==> src/rtl/nes_pad_emulator.sv <==
// rtl/nes_pad_emulator.sv - UDP button packets to a NES controller-port shift register
module nes_pad_emulator #(
    parameter int WORD_INDEX     = 0,
    parameter int TIMEOUT_CYCLES = 25_000_000
) (
    input  logic        clk,
    input  logic        rst,
    input  logic        axiiv,
    input  logic [15:0] axiid,
    input  logic        latch_in,
    input  logic        pulse_in,
    output logic        data_out,
    output logic [7:0]  buttons_held,
    output logic        link_alive,
    output logic [7:0]  good_count,
    output logic [7:0]  bad_count
);
    localparam int            TW           = $clog2(TIMEOUT_CYCLES + 1);
    localparam logic [TW-1:0] TIMEOUT_MAX  = TW'(TIMEOUT_CYCLES);
    localparam logic [TW-1:0] TIMEOUT_LAST = TW'(TIMEOUT_CYCLES - 1);
    localparam logic [7:0]    WORD_SEL     = 8'(WORD_INDEX);

    typedef enum logic {
        S_LOAD,
        S_SHIFT
    } state_t;

    logic [7:0]    word_idx;
    logic [TW-1:0] idle_cnt;
    logic          at_word;
    logic          byte_match;
    logic          short_burst;
    logic          good_pkt;
    logic          bad_pkt;

    logic [2:0]    latch_sync;
    logic [2:0]    pulse_sync;
    logic          latch_lvl;
    logic          latch_prev;
    logic          pulse_rise;

    state_t        state;
    state_t        state_n;
    logic [7:0]    sr;
    logic [7:0]    sr_n;
    logic [3:0]    shift_cnt;
    logic [3:0]    shift_cnt_n;
    logic          data_n;

    // A burst that drops before the selected word leaves word_idx in 1..WORD_SEL
    assign at_word     = axiiv && (word_idx == WORD_SEL);
    assign byte_match  = (axiid[15:8] == axiid[7:0]);
    assign short_burst = !axiiv && (word_idx != 8'd0) && (word_idx <= WORD_SEL);
    assign good_pkt    = at_word && byte_match;
    assign bad_pkt     = (at_word && !byte_match) || short_burst;

    always_ff @(posedge clk or posedge rst) begin
        if (rst) begin
            word_idx <= 8'd0;
        end else if (!axiiv) begin
            word_idx <= 8'd0;
        end else if (word_idx != 8'hFF) begin
            word_idx <= word_idx + 8'd1;
        end
    end

    always_ff @(posedge clk or posedge rst) begin
        if (rst) begin
            buttons_held <= 8'd0;
            link_alive   <= 1'b0;
            idle_cnt     <= '0;
            good_count   <= 8'd0;
            bad_count    <= 8'd0;
        end else begin
            if (bad_pkt) begin
                bad_count <= bad_count + 8'd1;
            end
            if (good_pkt) begin
                buttons_held <= axiid[7:0];
                link_alive   <= 1'b1;
                idle_cnt     <= '0;
                good_count   <= good_count + 8'd1;
            end else if (idle_cnt != TIMEOUT_MAX) begin
                idle_cnt <= idle_cnt + 1'b1;
                if (idle_cnt == TIMEOUT_LAST) begin
                    buttons_held <= 8'd0;
                    link_alive   <= 1'b0;
                end
            end
        end
    end

    // [1] is the synchronized level, [2] the previous level for edge detection
    always_ff @(posedge clk or posedge rst) begin
        if (rst) begin
            latch_sync <= 3'b000;
            pulse_sync <= 3'b000;
        end else begin
            latch_sync <= {latch_sync[1:0], latch_in};
            pulse_sync <= {pulse_sync[1:0], pulse_in};
        end
    end

    assign latch_lvl  = latch_sync[1];
    assign latch_prev = latch_sync[2];
    assign pulse_rise = pulse_sync[1] && !pulse_sync[2];

    always_comb begin
        state_n     = state;
        sr_n        = sr;
        shift_cnt_n = shift_cnt;
        case (state)
            S_LOAD:  if (!latch_lvl && latch_prev) state_n = S_SHIFT;
            S_SHIFT: if (latch_lvl && !latch_prev) state_n = S_LOAD;
            default: state_n = S_SHIFT;
        endcase
        // Load has priority over pulses and tracks buttons_held every cycle
        if (state_n == S_LOAD) begin
            sr_n        = buttons_held;
            shift_cnt_n = 4'd0;
        end else if (pulse_rise && (shift_cnt != 4'd8)) begin
            sr_n        = {1'b0, sr[7:1]};
            shift_cnt_n = shift_cnt + 4'd1;
        end
        data_n = (shift_cnt_n == 4'd8) ? 1'b0 : ~sr_n[0];
    end

    always_ff @(posedge clk or posedge rst) begin
        if (rst) begin
            state     <= S_SHIFT;
            sr        <= 8'd0;
            shift_cnt <= 4'd8;
            data_out  <= 1'b0;
        end else begin
            state     <= state_n;
            sr        <= sr_n;
            shift_cnt <= shift_cnt_n;
            data_out  <= data_n;
        end
    end

endmodule

==> config.mk <==
export PLATFORM = sky130hd
export DESIGN_NAME = nes_pad_emulator
export DESIGN_NICKNAME = d
export VERILOG_FILES = /design/src/rtl/nes_pad_emulator.sv
export SDC_FILE = /design/constraint.sdc
export NUM_CORES = 1
export LEC_CHECK = 0
export BUFFER_PORTS_ARGS = -buffer_cell sky130_fd_sc_hd__buf_2
export CORE_ASPECT_RATIO = 0.6
export CORE_UTILIZATION = 40
export DETAILED_ROUTE_END_ITERATION = 7
export PLACE_DENSITY_LB_ADDON = 0.2
export SLEW_MARGIN = 10
export SYNTH_ARGS = -nofsm -noshare
export SYNTH_HDL_FRONTEND = slang
export SYNTH_SLANG_ARGS = --single-unit
export TNS_END_PERCENT = 50
==> constraint.sdc <==
create_clock -name clk -period 3.18 [get_ports clk]
set_clock_uncertainty 0.2 [all_clocks]
set_input_delay 0.318 -clock clk [delete_from_list [all_inputs] [get_ports clk]]
set_output_delay 0.318 -clock clk [all_outputs]
set_load 0.02 [all_outputs]
==> impl_metrics.py, run 1 <==
metrics = {
    "floorplanning": {
        "initial_utilization_pct": 42.12,
        "ioPinCount": 47,
        "dieArea_sq_um": 9545,
        "core-area_sq_um": 8686,
        "die_h_um": 76.08,
        "num_rows": 26,
        "die_w_um": 125.5,
    },
    "grt": {
        "use_met2_pct": 24.61,
        "grt_antenna_before_repair": 0,
        "met1_usage_pct": 26.08,
        "first_global_vias": 2580,
        "gr-usage-met3_pct": 4.635,
        "gr-max-usage-layer": "met1",
        "grt_max_degree": 44,
        "grt_overflow": 0,
        "grt_usage_pct": 17.30,
        "grt_pass1_wl_um": 13000,
    },
    "synthesis": {
        "syn_area_sq_um": 3659,
        "yosys_warnings": 0,
        "synth_fp_nets": 379,
        "synth.most_common_cell": "dfrtp_1",
        "synth_cells": 350,
        "ys.flop_type": "dfrtp_1",
        "yosys-top-cells-count": "76 x dfrtp_1, 37 x nand2_1, 30 x nor2_1",
        "ys_async_sr_fraction_pct": 100.0,
        "synth_area_per_cell_sq_um": 10.45,
        "netlist_top_cells_area": "dfrtp_1 52%, xnor2_1 6.2%, xor2_1 5.0%, nand2_1 3.8%, nand4_1 3.4%",
        "synth_edf_count": 0,
        "ys_seq_elements": 78,
        "synth_top_area_share_pct": 51.98,
        "synth_cell_types": 40,
        "ys_seq_area_share_pct": 53.42,
        "synth_area_leader_cell": "dfrtp_1",
    },
    "clock_tree": {
        "cts_tree": "built",
        "numCtsBuffers": 9,
        "clk_latency_ns": 0.33,
        "clkSinkCount": 78,
        "cts_resized": 0,
        "h-tree-depth": 3,
        "cts_root_buffer": "clkbuf_16",
        "path_clk_slew_ns": 0.06,
        "clk_path_buf_depth": 2,
    },
    "place": {
        "place.port_buffers": 46,
        "dp_cells": 501,
        "dp_hpwl_um": 5295,
        "place.gp.congestion": 0.8444,
    },
    "worst_setup_path": {
        "crit_slowest_cell": "dfrtp_1",
        "required_ns": 3.19,
        "cp_cell_sequence": "inv_1, ha_1, nor4bb_1, nand2_1, nor3_2, buf_4, mux2_2",
        "arrival_ns": 2.30,
        "cp_top_family": "simple AND/OR/NAND/NOR gates",
        "critPathKind": "flip-flop to flip-flop",
        "r2r-start": "word_idx[0]",
        "cp_slowest_stage_delay_ns": 0.40,
        "endpoint_kind": "flip-flop",
        "crit_buf_inv": 2,
        "critPathMaxFanout": 34,
        "critPathLaunchType": "flip-flop",
        "startpoint": "word_idx[0]",
    },
    "power_and_ir_drop": {
        "leakagePower_nw": 2.053,
        "ir_drop_mv": 0.3939,
        "p_per_area_nw_per_um2": 605.4,
    },
    "timing": {
        "worst_pin_slew_ns": 0.7740,
        "setup_viol": 0,
        "period_share_pct": 71.86,
        "relSlewSlack_pct": 48.33,
        "fmaxAchievable_ghz": 0.4376,
        "drv_slew": 0,
        "finalHoldViolCount": 0,
        "setup_tns_ns": 0,
        "rsz0062_at_grt": "no",
        "holdWs_ns": 0.02648,
        "period_needed_ns": 2.285,
    },
    "finish": {
        "diodes": 0,
        "final-instance-count-excl-fill": 520,
        "final_util_pct": 50.23,
        "syn2layout_area_growth_pct": 19.25,
        "n_fill_cell": 807,
        "finalNetCount": 432,
        "layout-drive-gt1-share_pct": 19.36,
    },
    "route": {
        "vias": 2648,
        "viasPerCell": 5.092,
        "wl_per_cell_um": 14.44,
        "antenna_left": 0,
        "drt-pass1-iter-count": 6,
        "remaining_drc_errors": 2,
        "drt_wl_total_um": 7510,
        "dr.first_iter.drc_count": 148,
    },
    "outcome": {
        "violations": "DRC",
        "status": "finished with violations",
    },
    "run": {
        "cap_violations": 0,
    },
    "hold_path": {
        "holdCritPathClass": "primary input to flip-flop",
        "worst_hold_startpoint": "axiid[1]",
    },
}
[kinds of logic (layout without fill, tap and decap cells)]
family | Yosys count | after routing | share of synthesized area [%]
buffers and inverters | 23 | 81 | 2.736
XOR/XNOR | 47 | 47 | 11.25
multiplexers | 11 | 11 | 3.078
AO/OA/AOI/OAI | 33 | 33 | 5.027
flip-flops | 78 | 78 | 53.42
adder cells (fa/ha/maj) | 9 | 9 | 3.010
AND/OR/NAND/NOR | 149 | 149 | 21.48
[worst paths after layout]
check	to	slack (ns)	cells after the start
setup / recovery	good_count[1]	0.89	7
hold / removal	buttons_held[1]	0.03	3
setup reg to reg	good_count[1]	0.89	7
hold reg to reg	latch_sync[1]	0.15	0
max in group asynchronous	shift_cnt[3]	1.56	4
min in group asynchronous	buttons_held[1]	0.48	3
[report_power, final]
part           total (mW)  internal [mW]  leakage [nW]  switching, mW
sequential           1.23           1.10         0.968          0.132
clock                1.04          0.618         0.144          0.423
combinational       0.366          0.154         0.941          0.212
[per-layer routing]
metal  part of all wire, %  vias to the layer above
met5                     0                        -
met4                  0.59                        0
met3                   3.6                        6
met2                    40                       44
met1                    55                     1283
li1                      -                     1315
[worst min-delay path, delay by kind of cell]
family          cells  cell delay (ns)
simple gates        1             0.05
buf+inv             1             0.09
compound gates      1             0.06
[cell usage in the layout (no fill, tap or decap), types with 5 or more instances in the layout]
cell type	Yosys	routed
dfrtp_1	76	76
buf_2	5	46
nand2_1	37	37
nor2_1	30	30
xnor2_1	26	26
xor2_1	21	21
nand4_1	20	20
nand3_1	17	17
o21ai_0	15	15
a21oi_1	12	12
inv_1	11	10
mux2i_1	9	9
and3_1	9	9
clkbuf_16	0	9
ha_1	8	8
nor4_1	5	5
[metrics by stage]
stage / total power [mW] / instance area [sq um] / setup slack, ns
2_1_floorplan: 1.471 / 3659 / 0.6703
3_3_place_gp: 1.602 / 4025 / 0.9313
3_5_place_dp: 1.618 / 4025 / 0.9075
4_1_cts: 2.672 / 4363 / 0.8861
5_1_grt: 2.781 / 4363 / 0.7364
6_report: 2.641 / 4363 / 0.8949
[timing repair]
action	4_1_cts	5_1_grt
hold endpoints to repair	37	0
endpoints found under the setup margin	0	0
hold buffers	3	0
setup buffers	0	0
[area by class of cell]
cell class,count,area [sq um],area share [%]
clock inverter,7,82.58,1.893
timing repair buffer,54,310.3,7.112
clock buffer,9,225.2,5.162
inverter,11,41.29,0.9464
multi-input combinational,249,1609,36.88
tap,112,140.1,3.212
sequential,78,1954,44.79
[flip-flops by register name, summed over array words and instances (netlist names)]
register      flops
sr                8
buttons_held      8
link_alive        1
good_count        8
latch_sync        3
bad_count         8
pulse_sync        3
idle_cnt         25
data_out          1
word_idx          8
state             1
shift_cnt         4
(Power assumes the default switching activity.)
==> inputs of run 2 (changes only) <==
==> constraint.sdc (replaced) <==
create_clock -name clk -period 2.3 [get_ports clk]
set_clock_uncertainty 0.2 [all_clocks]
set_input_delay 0.23 -clock clk [delete_from_list [all_inputs] [get_ports clk]]
set_output_delay 0.23 -clock clk [all_outputs]
set_load 0.02 [all_outputs]
==> impl_metrics.py, run 2 (synthesis gave the netlist of run 1 again) <==
metrics = {
    "finish": {
        "largest_reg_flops": 25,
        "diodes": 0,
        "n_fill_cell": 778,
        "layout-drive-gt1-share_pct": 20.09,
        "mostFrequentLayoutCell": "dfrtp_1",
        "syn2layout_area_growth_pct": 23.02,
        "layout_common_cells": "76 x dfrtp_1, 46 x buf_2, 37 x nand2_1",
        "regMostFlops": "idle_cnt",
        "finalNetCount": 447,
    },
    "worst_setup_path": {
        "critPathKind": "primary input to flip-flop",
        "arrival_ns": 2.21,
        "endpoint_kind": "flip-flop",
        "rrSetupSlack_ns": 0.17,
        "r2r_cells": 4,
        "rr_endpoint": "link_alive",
        "r2r-start": "idle_cnt[12]",
        "critPathMaxFanout": 14,
        "startpoint": "axiid[6]",
        "required_ns": 2.32,
        "critPathLaunchType": "primary input",
    },
    "floorplanning": {
        "die_h_um": 76.08,
        "die_w_um": 125.5,
        "initial_utilization_pct": 42.12,
        "num_rows": 26,
        "dieArea_sq_um": 9545,
        "core-area_sq_um": 8686,
        "ioPinCount": 47,
    },
    "power_and_ir_drop": {
        "p_comb_share_pct": 14.5,
        "clkPwrFrac_pct": 38.2,
        "p_int_mw": 2.589,
        "p_per_area_nw_per_um2": 802.4,
        "seq_power_share_pct": 47.3,
        "ir_drop_mv": 0.4960,
        "netSwitchingPower_mw": 1.022,
        "netSwitchingFraction_pct": 28.31,
        "leakagePower_nw": 2.118,
        "total_power_mw": 3.611,
    },
    "route": {
        "viasPerCell": 5.071,
        "drt-pass1-iter-count": 7,
        "dr.first_iter.drc_count": 127,
        "vias": 2713,
        "antenna_left": 0,
        "drt_wl_total_um": 7658,
        "remaining_drc_errors": 5,
        "wl_per_cell_um": 14.31,
    },
    "timing": {
        "setup_tns_ns": 0,
        "fmaxAchievable_ghz": 0.4550,
        "finalHoldViolCount": 1,
        "period_share_pct": 95.55,
        "drv_slew": 0,
        "setup_viol": 0,
        "rsz0062_at_grt": "no",
        "period_needed_ns": 2.198,
        "holdWs_ns": -0.0005457,
        "relSlewSlack_pct": 55.74,
        "worst_pin_slew_ns": 0.6625,
    },
    "grt": {
        "first_global_vias": 2650,
        "grt_usage_pct": 17.91,
        "grt_max_degree": 31,
        "grt_overflow": 0,
        "grt_pass1_wl_um": 13280,
        "grt_antenna_before_repair": 0,
    },
    "clock_tree": {
        "numCtsBuffers": 9,
        "h-tree-depth": 3,
        "cts_tree": "built",
        "clk_latency_ns": 0.33,
        "cts_root_buffer": "clkbuf_16",
        "clkSinkCount": 78,
        "path_clk_slew_ns": 0.06,
        "clk_path_buf_depth": 2,
    },
    "run": {
        "cap_violations": 0,
    },
    "hold_path": {
        "min_to": "word_idx[5]",
        "hold_depth": 3,
        "holdCritPathClass": "primary input to flip-flop",
        "worst_hold_startpoint": "axiiv",
    },
    "outcome": {
        "violations": "DRC, hold timing",
        "status": "finished with violations",
    },
    "place": {
        "place.port_buffers": 46,
        "place.gp.congestion": 0.8595,
        "dp_hpwl_um": 5483,
    },
}
run 2: worst max path at each step:
| stage | endpoint | depth (start not counted) | slack, ns |
|---|---|---|---|
| final | good_count[1] | 7 | 0.10 |
| after global routing | good_count[1] | 7 | 0.008 |
| after CTS | good_count[1] | 7 | 0.11 |
| after detailed placement | good_count[1] | 7 | 0.14 |
| after global placement | idle_cnt[1] | 5 | 0.18 |
| after floorplan | good_count[3] | 8 | 0.21 |
run 2: what timing repair did:
action,in CTS,in global routing
endpoints found under the hold margin,36,0
hold buffers,11,0
endpoints found under the setup margin,0,3
setup buffers,0,0
resized for setup,0,1
run 2: through the flow:
step / hold WS (ns) / instances / area [sq um] / utilization, % / worst slack (ns)
floorplan: 0.06143 / 350 / 3662 / - / 0.2060
global placement: 0.1323 / 508 / 4094 / 47.13 / 0.1841
detailed placement: 0.1429 / 508 / 4094 / 47.13 / 0.1420
CTS: 0.0009453 / 535 / 4497 / 51.77 / 0.1056
global route: 0.01370 / 535 / 4501 / 51.82 / 0.008423
finish: -0.0005457 / 535 / 4501 / 51.82 / 0.1023
run 2: cell type report:
class	instances	area, sq um	area share, %
well taps	112	140.1	3.114
flip-flops and latches	78	1954	43.42
clock buffers	10	229.0	5.088
repair buffers	69	459.2	10.20
inverters	11	45.04	1.001
multi-input cells	249	1609	35.75
clock inverters	6	63.81	1.418
run 2: layer usage:
layer | GRT usage (%) | vias to the layer above | share of wire [%]
li1 | - | 1355 | -
met1 | 26.45 | 1305 | 52
met2 | 24.56 | 44 | 42
met3 | 5.969 | 9 | 4.6
met4 | 5.366 | 0 | 1.2
met5 | 0 | - | 0
run 2: power groups by stage:
stage                     combinational (mW)  clock [mW]  sequential, mW
after CTS                              0.534        1.41            1.71
after floorplan                        0.268           0            1.77
final                                  0.523        1.38            1.71
after global routing                   0.594        1.47            1.74
after detailed placement               0.518           0            1.73
after global placement                 0.500           0            1.73
run 2: worst max-delay path, cell delays in order:
cell           delay (ns)
dlygate4sd3_1        0.53
buf_2                0.15
xnor2_1              0.26
nand4_1              0.26
nor3_2               0.27
buf_6                0.19
mux2_2               0.33
==> inputs of run 3 (changes only) <==
--- a/config.mk
+++ b/config.mk
@@ -8,10 +8,11 @@
 export BUFFER_PORTS_ARGS = -buffer_cell sky130_fd_sc_hd__buf_2
 export CORE_ASPECT_RATIO = 0.6
 export CORE_UTILIZATION = 40
+export CTS_BUF_LIST = sky130_fd_sc_hd__clkbuf_4 sky130_fd_sc_hd__clkbuf_8 sky130_fd_sc_hd__clkbuf_16
 export DETAILED_ROUTE_END_ITERATION = 7
 export PLACE_DENSITY_LB_ADDON = 0.2
 export SLEW_MARGIN = 10
 export SYNTH_ARGS = -nofsm -noshare
 export SYNTH_HDL_FRONTEND = slang
 export SYNTH_SLANG_ARGS = --single-unit
-export TNS_END_PERCENT = 50
+export TNS_END_PERCENT = 30
==> impl_metrics.py, run 3 (synthesis gave the netlist of run 1 again) <==
metrics = {
    "route": {
        "dr.first_iter.drc_count": 122,
        "vias": 2702,
        "wl_per_cell_um": 14.24,
        "viasPerCell": 5.050,
        "drt-pass1-iter-count": 6,
        "remaining_drc_errors": 5,
        "antenna_left": 0,
        "drt_wl_total_um": 7616,
    },
    "run": {
        "cap_violations": 0,
    },
    "hold_path": {
        "holdCritPathClass": "primary input to flip-flop",
    },
    "floorplanning": {
        "dieArea_sq_um": 9545,
        "initial_utilization_pct": 42.12,
        "ioPinCount": 47,
        "num_rows": 26,
        "core-area_sq_um": 8686,
        "die_w_um": 125.5,
        "die_h_um": 76.08,
    },
    "grt": {
        "grt_usage_pct": 17.88,
        "grt_antenna_before_repair": 0,
        "grt_pass1_wl_um": 13270,
        "first_global_vias": 2657,
        "grt_max_degree": 31,
        "grt_overflow": 0,
    },
    "finish": {
        "mostFrequentLayoutCell": "dfrtp_1",
        "n_fill_cell": 777,
        "final_util_pct": 51.86,
        "syn2layout_area_growth_pct": 23.12,
        "diodes": 0,
        "largest_reg_flops": 25,
        "finalNetCount": 447,
        "regMostFlops": "idle_cnt",
        "layout_common_cells": "76 x dfrtp_1, 46 x buf_2, 37 x nand2_1",
        "layout-drive-gt1-share_pct": 20.33,
    },
    "power_and_ir_drop": {
        "leakagePower_nw": 2.121,
        "netSwitchingPower_mw": 1.016,
        "clkPwrFrac_pct": 38.3,
        "p_int_mw": 2.601,
        "seq_power_share_pct": 47.2,
        "netSwitchingFraction_pct": 28.10,
        "p_per_area_nw_per_um2": 803.0,
        "ir_drop_mv": 0.4954,
        "p_comb_share_pct": 14.5,
    },
    "clock_tree": {
        "cts_tree": "built",
        "clk_latency_ns": 0.33,
        "h-tree-depth": 3,
        "numCtsBuffers": 9,
        "path_clk_slew_ns": 0.06,
        "clkSinkCount": 78,
        "cts_root_buffer": "clkbuf_16",
        "clk_path_buf_depth": 2,
    },
    "worst_setup_path": {
        "critPathLaunchType": "primary input",
        "endpoint_kind": "flip-flop",
        "critPathKind": "primary input to flip-flop",
        "required_ns": 2.32,
        "critPathMaxFanout": 14,
        "arrival_ns": 2.21,
    },
    "timing": {
        "finalHoldViolCount": 0,
        "setup_viol": 0,
        "period_share_pct": 95.44,
        "setup_tns_ns": 0,
        "drv_slew": 0,
        "period_needed_ns": 2.195,
        "relSlewSlack_pct": 55.71,
        "worst_pin_slew_ns": 0.6629,
        "holdWs_ns": 0.0001223,
        "fmaxAchievable_ghz": 0.4556,
        "rsz0062_at_grt": "no",
    },
    "place": {
        "place.port_buffers": 46,
        "place.gp.congestion": 0.8595,
        "dp_hpwl_um": 5483,
    },
    "outcome": {
        "violations": "DRC",
        "status": "finished with violations",
    },
}
## run 3: worst max-delay path, cell delays in order
cell	delay (ns)
dlygate4sd3_1	0.53
buf_2	0.15
xnor2_1	0.26
nand4_1	0.25
nor3_2	0.27
buf_6	0.19
mux2_2	0.33
## run 3: path summary, 6_finish.rpt
kind	start	end	slack, ns	cells after the start
worst max-delay path	axiid[6]	good_count[1]	0.10	7
worst min-delay path	axiiv	word_idx[5]	0.0001	3
worst max register to register	idle_cnt[12]	link_alive	0.17	4
worst min register to register	latch_sync[0]	latch_sync[1]	0.15	0
max in group asynchronous	rst	idle_cnt[18]	0.93	4
min in group asynchronous	rst	bad_count[7]	0.34	3
## run 3: area by class of cell
cell class                 count  area (sq um)  share of cell area, %
clock buffer                  10         232.7                  5.167
clock inverter                 6         63.81                  1.417
inverter                      11         45.04                  1.000
multi-input combinational    249          1609                  35.72
sequential                    78          1954                  43.39
tap                          112         140.1                  3.111
timing repair buffer          69         459.2                  10.19
## run 3: layer usage
metal,up-vias,routed length (um),GRT usage (%)
li1,1352,-,-
met1,1293,3933,26.31
met2,48,3229,24.61
met3,9,362,5.969
met4,0,90,5.366
met5,-,0,0
## run 3: power groups by stage
stage | clock (mW) | combinational [mW] | sequential (mW)
3_3_place_gp | 0 | 0.500 | 1.73
3_5_place_dp | 0 | 0.518 | 1.73
2_1_floorplan | 0 | 0.268 | 1.77
4_1_cts | 1.43 | 0.534 | 1.71
5_1_grt | 1.48 | 0.594 | 1.74
6_report | 1.39 | 0.524 | 1.71
## run 3: timing repair
action	4_1_cts	5_1_grt
hold buffers	11	0
setup buffers	0	0
hold endpoints to repair	36	0
resized for setup	0	1
setup endpoints to repair	0	3
## run 3: through the flow
step / instance area [sq um] / power [mW] / setup WS [ns] / instances
2_1_floorplan: 3662 / 2.035 / 0.2060 / 350
5_1_grt: 4504 / 3.815 / 0.009557 / 535
4_1_cts: 4501 / 3.666 / 0.1056 / 535
3_5_place_dp: 4094 / 2.248 / 0.1420 / 508
3_3_place_gp: 4094 / 2.226 / 0.1841 / 508
6_report: 4504 / 3.617 / 0.1049 / 535
